===== src/rtl/fractcam_pkg.sv =====
`default_nettype none
// ============================================================================
// Module      : fractcam_pkg
// Description : Shared types, constants and helpers for the fractured TCAM
//               LUTRAM write engine.
// Revision    : 1.0 - initial release
// ============================================================================
package fractcam_pkg;

  // Every LUTRAM search slice is a 64x1 primitive addressed by one 6-bit chunk
  localparam int LUT_ADDR_W = 6;
  localparam int CHUNK_W    = 6;
  localparam int LUT_DEPTH  = 64;

  typedef enum logic [1:0] {
    ST_IDLE  = 2'd0,
    ST_WRITE = 2'd1,
    ST_DONE  = 2'd2
  } wr_state_e;

  // Number of 6-bit key chunks, rounding up so a partial top chunk is kept
  function automatic int n_chunk(input int key_width);
    return (key_width + CHUNK_W - 1) / CHUNK_W;
  endfunction

endpackage
`default_nettype wire


===== src/rtl/fractcam_chunk_match.sv =====
`default_nettype none
// ============================================================================
// Module      : fractcam_chunk_match
// Description : Ternary compare of one LUTRAM address against one key chunk.
//               Output is 1 when the address agrees with the key on every
//               bit whose mask bit is set.
// Revision    : 1.0 - initial release
// ============================================================================
module fractcam_chunk_match
  import fractcam_pkg::*;
(
  input  logic [CHUNK_W-1:0] addr_i,
  input  logic [CHUNK_W-1:0] key_i,
  input  logic [CHUNK_W-1:0] mask_i,
  output logic               match_o
);

  assign match_o = (((addr_i ^ key_i) & mask_i) == '0);

endmodule
`default_nettype wire


===== src/rtl/fractcam_lutram_wr.sv =====
`default_nettype none
// ============================================================================
// Module      : fractcam_lutram_wr
// Description : Write/update engine for the fractured TCAM search array.
//               Expands one ternary rule (key, care-mask) into the 64-entry
//               LUTRAM contents of one TCAM entry column, one address per
//               cycle, and stalls search while the column is inconsistent.
//               Optional feature macro: FRACTCAM_WR_DELETE_EN
//               (when defined, wr_del=1 writes an entry that never matches).
// Revision    : 1.0 - initial release
// ============================================================================
module fractcam_lutram_wr
  import fractcam_pkg::*;
#(
  parameter int DEPTH     = 64,
  parameter int KEY_WIDTH = 36,
  parameter int IDX_WIDTH = 6
) (
  input  logic                          clk,
  input  logic                          rst_n,
  input  logic                          wr_valid,
  output logic                          wr_ready,
  input  logic [IDX_WIDTH-1:0]          wr_idx,
  input  logic [KEY_WIDTH-1:0]          wr_key,
  input  logic [KEY_WIDTH-1:0]          wr_mask,
  input  logic                          wr_del,
  output logic                          lut_we,
  output logic [LUT_ADDR_W-1:0]         lut_waddr,
  output logic [DEPTH-1:0]              lut_wsel,
  output logic [n_chunk(KEY_WIDTH)-1:0] lut_wdata,
  output logic                          search_stall,
  output logic                          wr_done
);

  localparam int N_CHUNK = n_chunk(KEY_WIDTH);
  localparam int PAD_W   = N_CHUNK * CHUNK_W;

  wr_state_e               state_q;
  logic [LUT_ADDR_W-1:0]   cnt_q;
  logic [IDX_WIDTH-1:0]    idx_q;
  logic [KEY_WIDTH-1:0]    key_q;
  logic [KEY_WIDTH-1:0]    mask_q;
  logic                    we_q;
  logic                    done_q;
  logic                    stall_q;
  logic                    del_q;

  logic [PAD_W-1:0]        key_pad;
  logic [PAD_W-1:0]        mask_pad;
  logic [N_CHUNK-1:0]      chunk_match;
  logic                    accept;

`ifdef FRACTCAM_WR_DELETE_EN
  logic                    del_in;
  assign del_in = wr_del;
`else
  logic                    del_in;
  logic                    unused_del;
  assign del_in     = 1'b0;
  assign unused_del = wr_del;
`endif

  // Ready is decoded so it drops with reset and rises as soon as reset is released
  assign wr_ready = rst_n && (state_q == ST_IDLE);
  assign accept   = wr_valid && (state_q == ST_IDLE);

  // Control FSM: capture the rule, sweep all 64 LUT addresses, then pulse done
  always_ff @(posedge clk) begin
    if (!rst_n) begin
      state_q <= ST_IDLE;
      cnt_q   <= '0;
      idx_q   <= '0;
      key_q   <= '0;
      mask_q  <= '0;
      del_q   <= 1'b0;
      we_q    <= 1'b0;
      done_q  <= 1'b0;
      stall_q <= 1'b0;
    end else begin
      case (state_q)
        ST_IDLE: begin
          if (accept) begin
            idx_q   <= wr_idx;
            key_q   <= wr_key;
            mask_q  <= wr_mask;
            del_q   <= del_in;
            cnt_q   <= '0;
            we_q    <= 1'b1;
            stall_q <= 1'b1;
            state_q <= ST_WRITE;
          end
        end
        ST_WRITE: begin
          // Single pass only: leave WRITE after the last address
          if (cnt_q == LUT_ADDR_W'(LUT_DEPTH - 1)) begin
            cnt_q   <= '0;
            we_q    <= 1'b0;
            done_q  <= 1'b1;
            state_q <= ST_DONE;
          end else begin
            cnt_q <= cnt_q + 1'b1;
          end
        end
        ST_DONE: begin
          done_q  <= 1'b0;
          stall_q <= 1'b0;
          state_q <= ST_IDLE;
        end
        default: begin
          we_q    <= 1'b0;
          done_q  <= 1'b0;
          stall_q <= 1'b0;
          state_q <= ST_IDLE;
        end
      endcase
    end
  end

  // Padding bits above KEY_WIDTH get a zero mask, i.e. they are don't-care
  assign key_pad  = PAD_W'(key_q);
  assign mask_pad = PAD_W'(mask_q);

  generate
    for (genvar c = 0; c < N_CHUNK; c++) begin : g_chunk
      fractcam_chunk_match u_match (
        .addr_i  (cnt_q),
        .key_i   (key_pad[c*CHUNK_W +: CHUNK_W]),
        .mask_i  (mask_pad[c*CHUNK_W +: CHUNK_W]),
        .match_o (chunk_match[c])
      );
    end
  endgenerate

  // Column select; an out-of-range index selects no column at all
  always_comb begin
    lut_wsel = '0;
    for (int i = 0; i < DEPTH; i++) begin
      if (we_q && (idx_q == IDX_WIDTH'(i))) begin
        lut_wsel[i] = 1'b1;
      end
    end
  end

  assign lut_we       = we_q;
  assign lut_waddr    = cnt_q;
  assign lut_wdata    = (we_q && !del_q) ? chunk_match : '0;
  assign search_stall = stall_q;
  assign wr_done      = done_q;

endmodule
`default_nettype wire

===== config.mk =====
export PLATFORM = sky130hd
export DESIGN_NAME = fractcam_lutram_wr
export DESIGN_NICKNAME = d
export VERILOG_FILES = /design/src/rtl/fractcam_pkg.sv /design/src/rtl/fractcam_chunk_match.sv /design/src/rtl/fractcam_lutram_wr.sv
export SDC_FILE = /design/constraint.sdc
export NUM_CORES = 1
export LEC_CHECK = 0
export BUFFER_PORTS_ARGS = -buffer_cell sky130_fd_sc_hd__buf_4
export CAP_MARGIN = 40
export CORE_MARGIN = 1
export CORE_UTILIZATION = 49
export CTS_CLUSTER_SIZE = 25
export DETAILED_ROUTE_END_ITERATION = 10
export GPL_TIMING_DRIVEN = 0
export PLACE_DENSITY = 0.8
export SKIP_CTS_REPAIR_TIMING = 1
export SYNTH_ARGS = -nofsm -noshare
export SYNTH_HDL_FRONTEND = slang
export SYNTH_SLANG_ARGS = --single-unit

===== constraint.sdc =====
create_clock -name clk -period 1.8 [get_ports clk]
set_input_delay 0.18 -clock clk [delete_from_list [all_inputs] [get_ports clk]]
set_output_delay 0.18 -clock clk [all_outputs]
set_load 0.01 [all_outputs]

==> summary.md, run 1 <==
| Metric | Value |
|---|---|
| Total power | 4140 µW |
| Antenna Violating Nets Remaining | 0 |
| Final Util | 71.2% |
| F_max | 0.517 GHz |
| Final hold violation count | 0 |
| Data required time of the worst path | 1620 ps |
| Post-DP HPWL | 8890 µm |
| Least-Margin Pin Slew | 588 ps |
| Synth Area in Compound Gates | 14.9% |
| # setup viols final | 6 |
| Slew Viols, Final | 0 |
| Mux cell area share after synthesis | 0% |
| Family with the most delay on the worst path | flip-flops |
| Share of cells above drive strength 1 | 31.7% |
| Flop pwr share | 52.3% |
| Worst vdd ir | 0.499 mV |
| Largest net degree at the start of global routing | 15 |
| Internal | 2980 µW |
| CTS sink cnt | 89 |
| Via count | 4398 |
| Post-synth EDFFs | 0 |
| DRT Wirelength | 12300 µm |
| Routability cong. | 0.843 |
| Commonest non-fill, non-tap cell in the layout | nand2_1 |
| Syn avg cell area | 7.50 µm² |
| Core Footprint | 8260 µm² |
| P&R area growth vs syn | 40.3% |
| Die W | 94.5 µm |
| Synth Area in XOR/XNOR | 7.52% |
| Clock Pin Slew Worst Setup and Hold Paths | 90 ps |
| Clock network power share | 29.8% |
| Initial Utilization | 50.7% |
| Sequential area share after synthesis | 42.5% |
| Sw power | 1160 µW |
| Yosys warning count | 0 |
| Status | finished with violations |
| Simple-Gate Fraction of Synth Area | 28.1% |
| Synthesis-stage register bit count | 89 |
| Fin crit share | 107% |
| Worst Setup Start Kind | flop |
| Synthesized area | 4190 µm² |
| Syn Nets | 642 |
| Static leakage | 0.00268 µW |
| Crit Path Max Fanout | 6 |
| GRT overflow | 0 |
| Post-Synth Adder-Cell Area | 0.299% |
| CTS tree | done |
| Clock buffer depth | 2 |
| Final setup margin | -133 ps |
| Top_reg_cell synth | dfxtp_1 |
| I/O Buffers | 159 |
| Antenna Cells | 0 |
| Worst-Skew Late Latency | 360 ps |
| Clk_skew | 9.15 ps |
| Final instance area | 5880 µm² |
| Asr flop ratio synth | 0% |
| DRT iter0 DRCs | 249 |
| Die Height | 94.5 µm |
| Most frequent cells in the layout | 175 x nand2_1, 172 x buf_4, 80 x a21oi_1 |
| Residual DRC count | 0 |
| Fin Hold WS | 53.7 ps |
| Worst path bufs/invs | 3 |
| Die Area | 8930 µm² |
| Cell Pwr Density | 704 nW/µm² |
| RSZ-0062 raised after global routing | yes |
| Placed cell areas | 5520 µm² |
| Sw frac | 27.9% |
| Slowest stage delay, CP | 370 ps |
| Crit path arrival time | 1750 ps |
| NumNets Final | 822 |
| Max_cap viols | 0 |
| Ports | 162 |
| Vias in the first global route | 3968 |
| Tot GR Track Use | 27.1% |
| CTS Buf Count | 9 |
| Worst Setup Path Type | flop to primary output |
| H-tree depth reported by CTS | 3 |
| Comb pwr share | 17.9% |
| Crit-path cells | buf_12 -> buf_8 -> xor2_2 -> a222oi_1 -> and4_1 -> buf_6 |
| Cell count after synthesis | 559 |
| Netlist cell types | 37 |
| Initial antenna violation count | 0 |
| Root Driver | clkbuf_8 |
| Max_slew headroom | 60.7% |
| Min Clock Period, post-route | 1930 ps |
| DP Worst Slack | -281 ps |
| Via-to-Cell Ratio | 5.18 |
| Main combinational cell family by area after synthesis | simple AND/OR/NAND/NOR gates |
| Critical Path Slowest Stage Cell | dfxtp_4 |
| Failing checks | negative setup slack |
| Wirelength per Cell | 14.5 µm |
| Global-route wire length before repair | 18500 µm |
| Site Rows | 33 |
| Hold/Removal Path Class | input port to flop |
| Crit. End Element | primary output |
| Drt pass-1 iters | 6 |
## worst register-to-register path: cells and delay by family (launching register included)
| family | cells | cell delay (ps) |
|---|---|---|
| simple gates | 1 | 210 |
| flops | 1 | 390 |
| buf+inv | 1 | 340 |
| compound gates | 2 | 580 |
## synth_stat cells, types with 2 or more instances
| master | number | area share (%) |
|---|---|---|
| a21boi_1 | 4 | 0.72 |
| a21oi_1 | 80 | 9.6 |
| a222oi_1 | 6 | 1.4 |
| a22oi_1 | 7 | 1.3 |
| and4_1 | 6 | 1.3 |
| buf_2 | 8 | 0.96 |
| buf_4 | 7 | 1.3 |
| buf_6 | 11 | 3.0 |
| clkbuf_1 | 13 | 1.2 |
| dfxtp_1 | 89 | 43 |
| inv_1 | 2 | 0.18 |
| nand2_1 | 175 | 16 |
| nand2b_1 | 2 | 0.30 |
| nand3_1 | 10 | 1.2 |
| nand3b_1 | 2 | 0.36 |
| nor2_1 | 66 | 5.9 |
| nor2b_1 | 9 | 1.3 |
| nor3_1 | 2 | 0.24 |
| o21ai_0 | 4 | 0.48 |
| o21bai_1 | 2 | 0.36 |
| or3_1 | 3 | 0.45 |
| xor2_1 | 36 | 7.5 |
## registers in the layout, indices dropped and copies added, names as in the netlist
| name | count |
|---|---|
| key_pad | 36 |
| mask_pad | 36 |
| idx_q | 6 |
| lut_waddr | 6 |
| state_q | 2 |
| lut_we | 1 |
| search_stall | 1 |
| wr_done | 1 |
## routing by layer
metal  track usage, %  vias up  wire, µm
li1                 -     2192         -
met1             29.5     1979      4710
met2             50.0      198      6380
met3             4.99       29       856
met4             13.4        0       330
met5                0        -         0
## worst paths after layout
path                      from            to  slack, ps  cells past startpoint
setup / recovery  lut_waddr[0]  lut_wdata[1]       -130                      6
hold / removal      wr_key[30]   key_pad[30]         50                      3
setup reg to reg  lut_waddr[4]  lut_waddr[3]        150                      4
hold reg to reg   mask_pad[21]  mask_pad[21]        460                      2
## stage by stage
stage,cells,TNS (ps)
after CTS,839,-18370
after global placement,823,-3130
after global routing,849,-1010
after detailed placement,823,-3450
after floorplan,559,0
final,849,-612
## cells by family after synthesis
group / Yosys count
compound gates: 109
simple gates: 281
flops: 89
fa+ha+maj: 1
xor+xnor: 36
buf+inv: 43
## area by class of cell
cell class	count	area (µm²)
buffer	39	313
clock buffer	11	141
clock inverter	5	31.3
fill	669	2380
inverter	3	11.3
multi-input combinational	427	2160
sequential	89	1800
tap	105	131
timing repair buffer	170	1290
## power by group through the flow
stage	Combinational (µW)	Clock [µW]	Sequential (µW)
finish	741	1230	2170
floorplan	405	0	2190
global route	815	1330	2180
CTS	700	1250	2160
global placement	682	0	2200
detailed placement	696	0	2210
Power figures use the tool's default switching activity.
==> run 2, diff against run 1 <==
- ABC_AREA: not set -> 1
==> summary.md, run 2 <==
| Metric | Value |
|---|---|
| Crit. End Element | primary output (unchanged) |
| Tot GR Track Use | 29.0% (was 27.1%) |
| Final instance area | 5890 µm² (was 5880 µm²) |
| Main combinational cell family by area after synthesis | simple AND/OR/NAND/NOR gates (unchanged) |
| Yosys warning count | 0 (unchanged) |
| Simple-Gate Fraction of Synth Area | 35.2% (was 28.1%) |
| Placed cell areas | 5500 µm² (was 5520 µm²) |
| CTS Buf Count | 9 (unchanged) |
| Syn Nets | 702 (was 642) |
| Syn avg cell area | 6.75 µm² (was 7.50 µm²) |
| Root Driver | clkbuf_8 (unchanged) |
| Min Clock Period, post-route | 1820 ps (was 1930 ps) |
| Failing checks | negative setup slack (unchanged) |
| Status | finished with violations (unchanged) |
| Largest net degree at the start of global routing | 15 (unchanged) |
| Cell Pwr Density | 753 nW/µm² (was 704 nW/µm²) |
| Share of the synthesized area in the top cell type | 42.6% (was 42.5%) |
| Die Area | 8900 µm² (was 8930 µm²) |
| Most common cell in the synthesized netlist | nor2_1 (was nand2_1) |
| DRT iter0 DRCs | 273 (was 249) |
| Slew Viols, Final | 0 (unchanged) |
| Die W | 94.3 µm (was 94.5 µm) |
| Worst Setup Path Type | flop to primary output (unchanged) |
| Critical path origin | lut_we (was lut_waddr[0]) |
| Routability cong. | 0.827 (was 0.843) |
| Reg2reg start | state_q[1] (was lut_waddr[4]) |
| GRT overflow | 0 (unchanged) |
| Share of cells above drive strength 1 | 29.5% (was 31.7%) |
| Non-Filler Instances | 908 (was 849) |
| Setup_tns | -41.1 ps (was -612 ps) |
| Total power | 4430 µW (was 4140 µW) |
| Max_slew headroom | 66.6% (was 60.7%) |
| Mux cell area share after synthesis | 0% (unchanged) |
| Ports | 162 (unchanged) |
| Most frequent cells in the layout | 224 x nor2_1, 167 x buf_4, 86 x dfxtp_1 (was 175 x nand2_1, 172 x buf_4, 80 x a21oi_1) |
| Antenna Violating Nets Remaining | 0 (unchanged) |
| Clk_skew | 10.8 ps (was 9.15 ps) |
| Synth top cells by count | 227 x nor2_1, 89 x dfxtp_1, 81 x o21ai_0 (was 175 x nand2_1, 89 x dfxtp_1, 80 x a21oi_1) |
| Global-route wire length before repair | 19900 µm (was 18500 µm) |
| Initial antenna violation count | 0 (unchanged) |
| Clock buffer depth | 2 (unchanged) |
| Commonest non-fill, non-tap cell in the layout | nor2_1 (was nand2_1) |
| Placed cell count | 883 (was 823) |
| H-tree depth reported by CTS | 3 (unchanged) |
| Synth Area in Compound Gates | 12.1% (was 14.9%) |
| Via count | 4743 (was 4398) |
| Hold path startpoint | wr_mask[31] (was wr_key[30]) |
| Fin crit share | 101% (was 107%) |
| DRT Wirelength | 13100 µm (was 12300 µm) |
| Drt pass-1 iters | 5 (was 6) |
| F_max | 0.550 GHz (was 0.517 GHz) |
| Final setup margin | -19.1 ps (was -133 ps) |
| Static leakage | 0.00281 µW (was 0.00268 µW) |
| Synth Area in XOR/XNOR | 3.98% (was 7.52%) |
| Antenna Cells | 0 (unchanged) |
| Grt met2 use | 55.1% (was 50.0%) |
| Site Rows | 33 (unchanged) |
| Sequential area share after synthesis | 42.6% (was 42.5%) |
| Cell count after synthesis | 619 (was 559) |
| Final hold violation count | 0 (unchanged) |
| Synthesized area | 4180 µm² (was 4190 µm²) |
| Asr flop ratio synth | 0% (unchanged) |
| Post-DP HPWL | 9250 µm (was 8890 µm) |
| I/O Buffers | 159 (unchanged) |
| M1 GR Usage | 31.7% (was 29.5%) |
| Least-Margin Pin Slew | 501 ps (was 588 ps) |
| Worst Setup Start Kind | flop (unchanged) |
| Top_reg_cell synth | dfxtp_1 (unchanged) |
| Synthesis-stage register bit count | 89 (unchanged) |
| Grt peak-use layer | met2 (unchanged) |
| Core Footprint | 8220 µm² (was 8260 µm²) |
| RSZ-0062 raised after global routing | yes (unchanged) |
| # setup viols final | 3 (was 6) |
| Post-synth EDFFs | 0 (unchanged) |
| Die Height | 94.3 µm (was 94.5 µm) |
| Max_cap viols | 0 (unchanged) |
| Data required time of the worst path | 1620 ps (about the same) |
| CTS sink cnt | 89 (unchanged) |
| Crit Path Max Fanout | 10 (was 6) |
| Via-to-Cell Ratio | 5.22 (was 5.18) |
| Initial Utilization | 50.8% (was 50.7%) |
| Hold/Removal Path Class | input port to flop (unchanged) |
| Worst-Skew Late Latency | 360 ps (about the same) |
| Synth top area cells | dfxtp_1 43%, nor2_1 20%, o21ai_0 9.7% (was dfxtp_1 43%, nand2_1 16%, a21oi_1 9.6%) |
| Post-Synth Adder-Cell Area | 0.299% (about the same) |
| Met3 usage | 4.03% (was 4.99%) |
| Vias in the first global route | 4265 (was 3968) |
| CTS tree | done (unchanged) |
| Clock Pin Slew Worst Setup and Hold Paths | 90 ps (about the same) |
| Wirelength per Cell | 14.5 µm (about the same) |
| Netlist cell types | 21 (was 37) |
| Worst vdd ir | 0.446 mV (was 0.499 mV) |
| NumNets Final | 881 (was 822) |
| P&R area growth vs syn | 40.9% (was 40.3%) |
| Leading area contributor after synthesis | dfxtp_1 (unchanged) |
| Crit path arrival time | 1640 ps (was 1750 ps) |
| Residual DRC count | 0 (unchanged) |
[run 2: layer usage]
| layer | up-vias | part of all wire [%] |
|---|---|---|
| met1 | 2181 | 39 |
| met2 | 194 | 52 |
| met3 | 32 | 6.3 |
| met5 | - | 0 |
| met4 | 0 | 2.8 |
| li1 | 2336 | - |
[run 2: kinds of logic (layout without fill, tap and decap cells)]
kind of cell,count (synthesis),count (layout)
AND/OR/NAND/NOR,357,357
AO/OA/AOI/OAI,99,99
flip-flops,89,89
buffers and inverters,54,238
XOR/XNOR,19,19
adder cells (fa/ha/maj),1,1
[run 2: area by class of cell]
cell class | instances | area, µm²
sequential | 89 | 1790
clock buffer | 12 | 155
clock inverter | 4 | 51.3
timing repair buffer | 168 | 1290
tap | 105 | 131
buffer | 36 | 216
fill | 672 | 2330
inverter | 18 | 70.1
multi-input combinational | 476 | 2180
[run 2: worst paths after layout]
path,endpoint,slack [ps],cells past startpoint
max reg2reg,key_pad[33],360,6
min,mask_pad[31],40,3
min reg2reg,wr_done,500,2
max,lut_wsel[59],-20,5
[run 2: power breakdown]
group,leakage [µW],internal (µW),switching [µW]
clock network,0.000103,719,698
logic,0.00197,363,424
registers,0.000739,2120,108
total,0.00281,3200,1230
[run 2: critical path, cell delays in order, from the launching register on]
cell and delay [ps]:
dfxtp_1 380, buf_6 190, nand3_2 180, clkbuf_4 240, nor2_1 150, buf_4 140
[run 2: through the flow]
stage          hold WS [ps]  setup slack (ps)  utilization, %
6_report               38.6             -19.1            71.6
5_1_grt                46.1             -77.4            71.6
4_1_cts                40.1              -263            69.5
3_5_place_dp            408               118            67.0
3_3_place_gp            402               157            67.0
2_1_floorplan           315               436               -
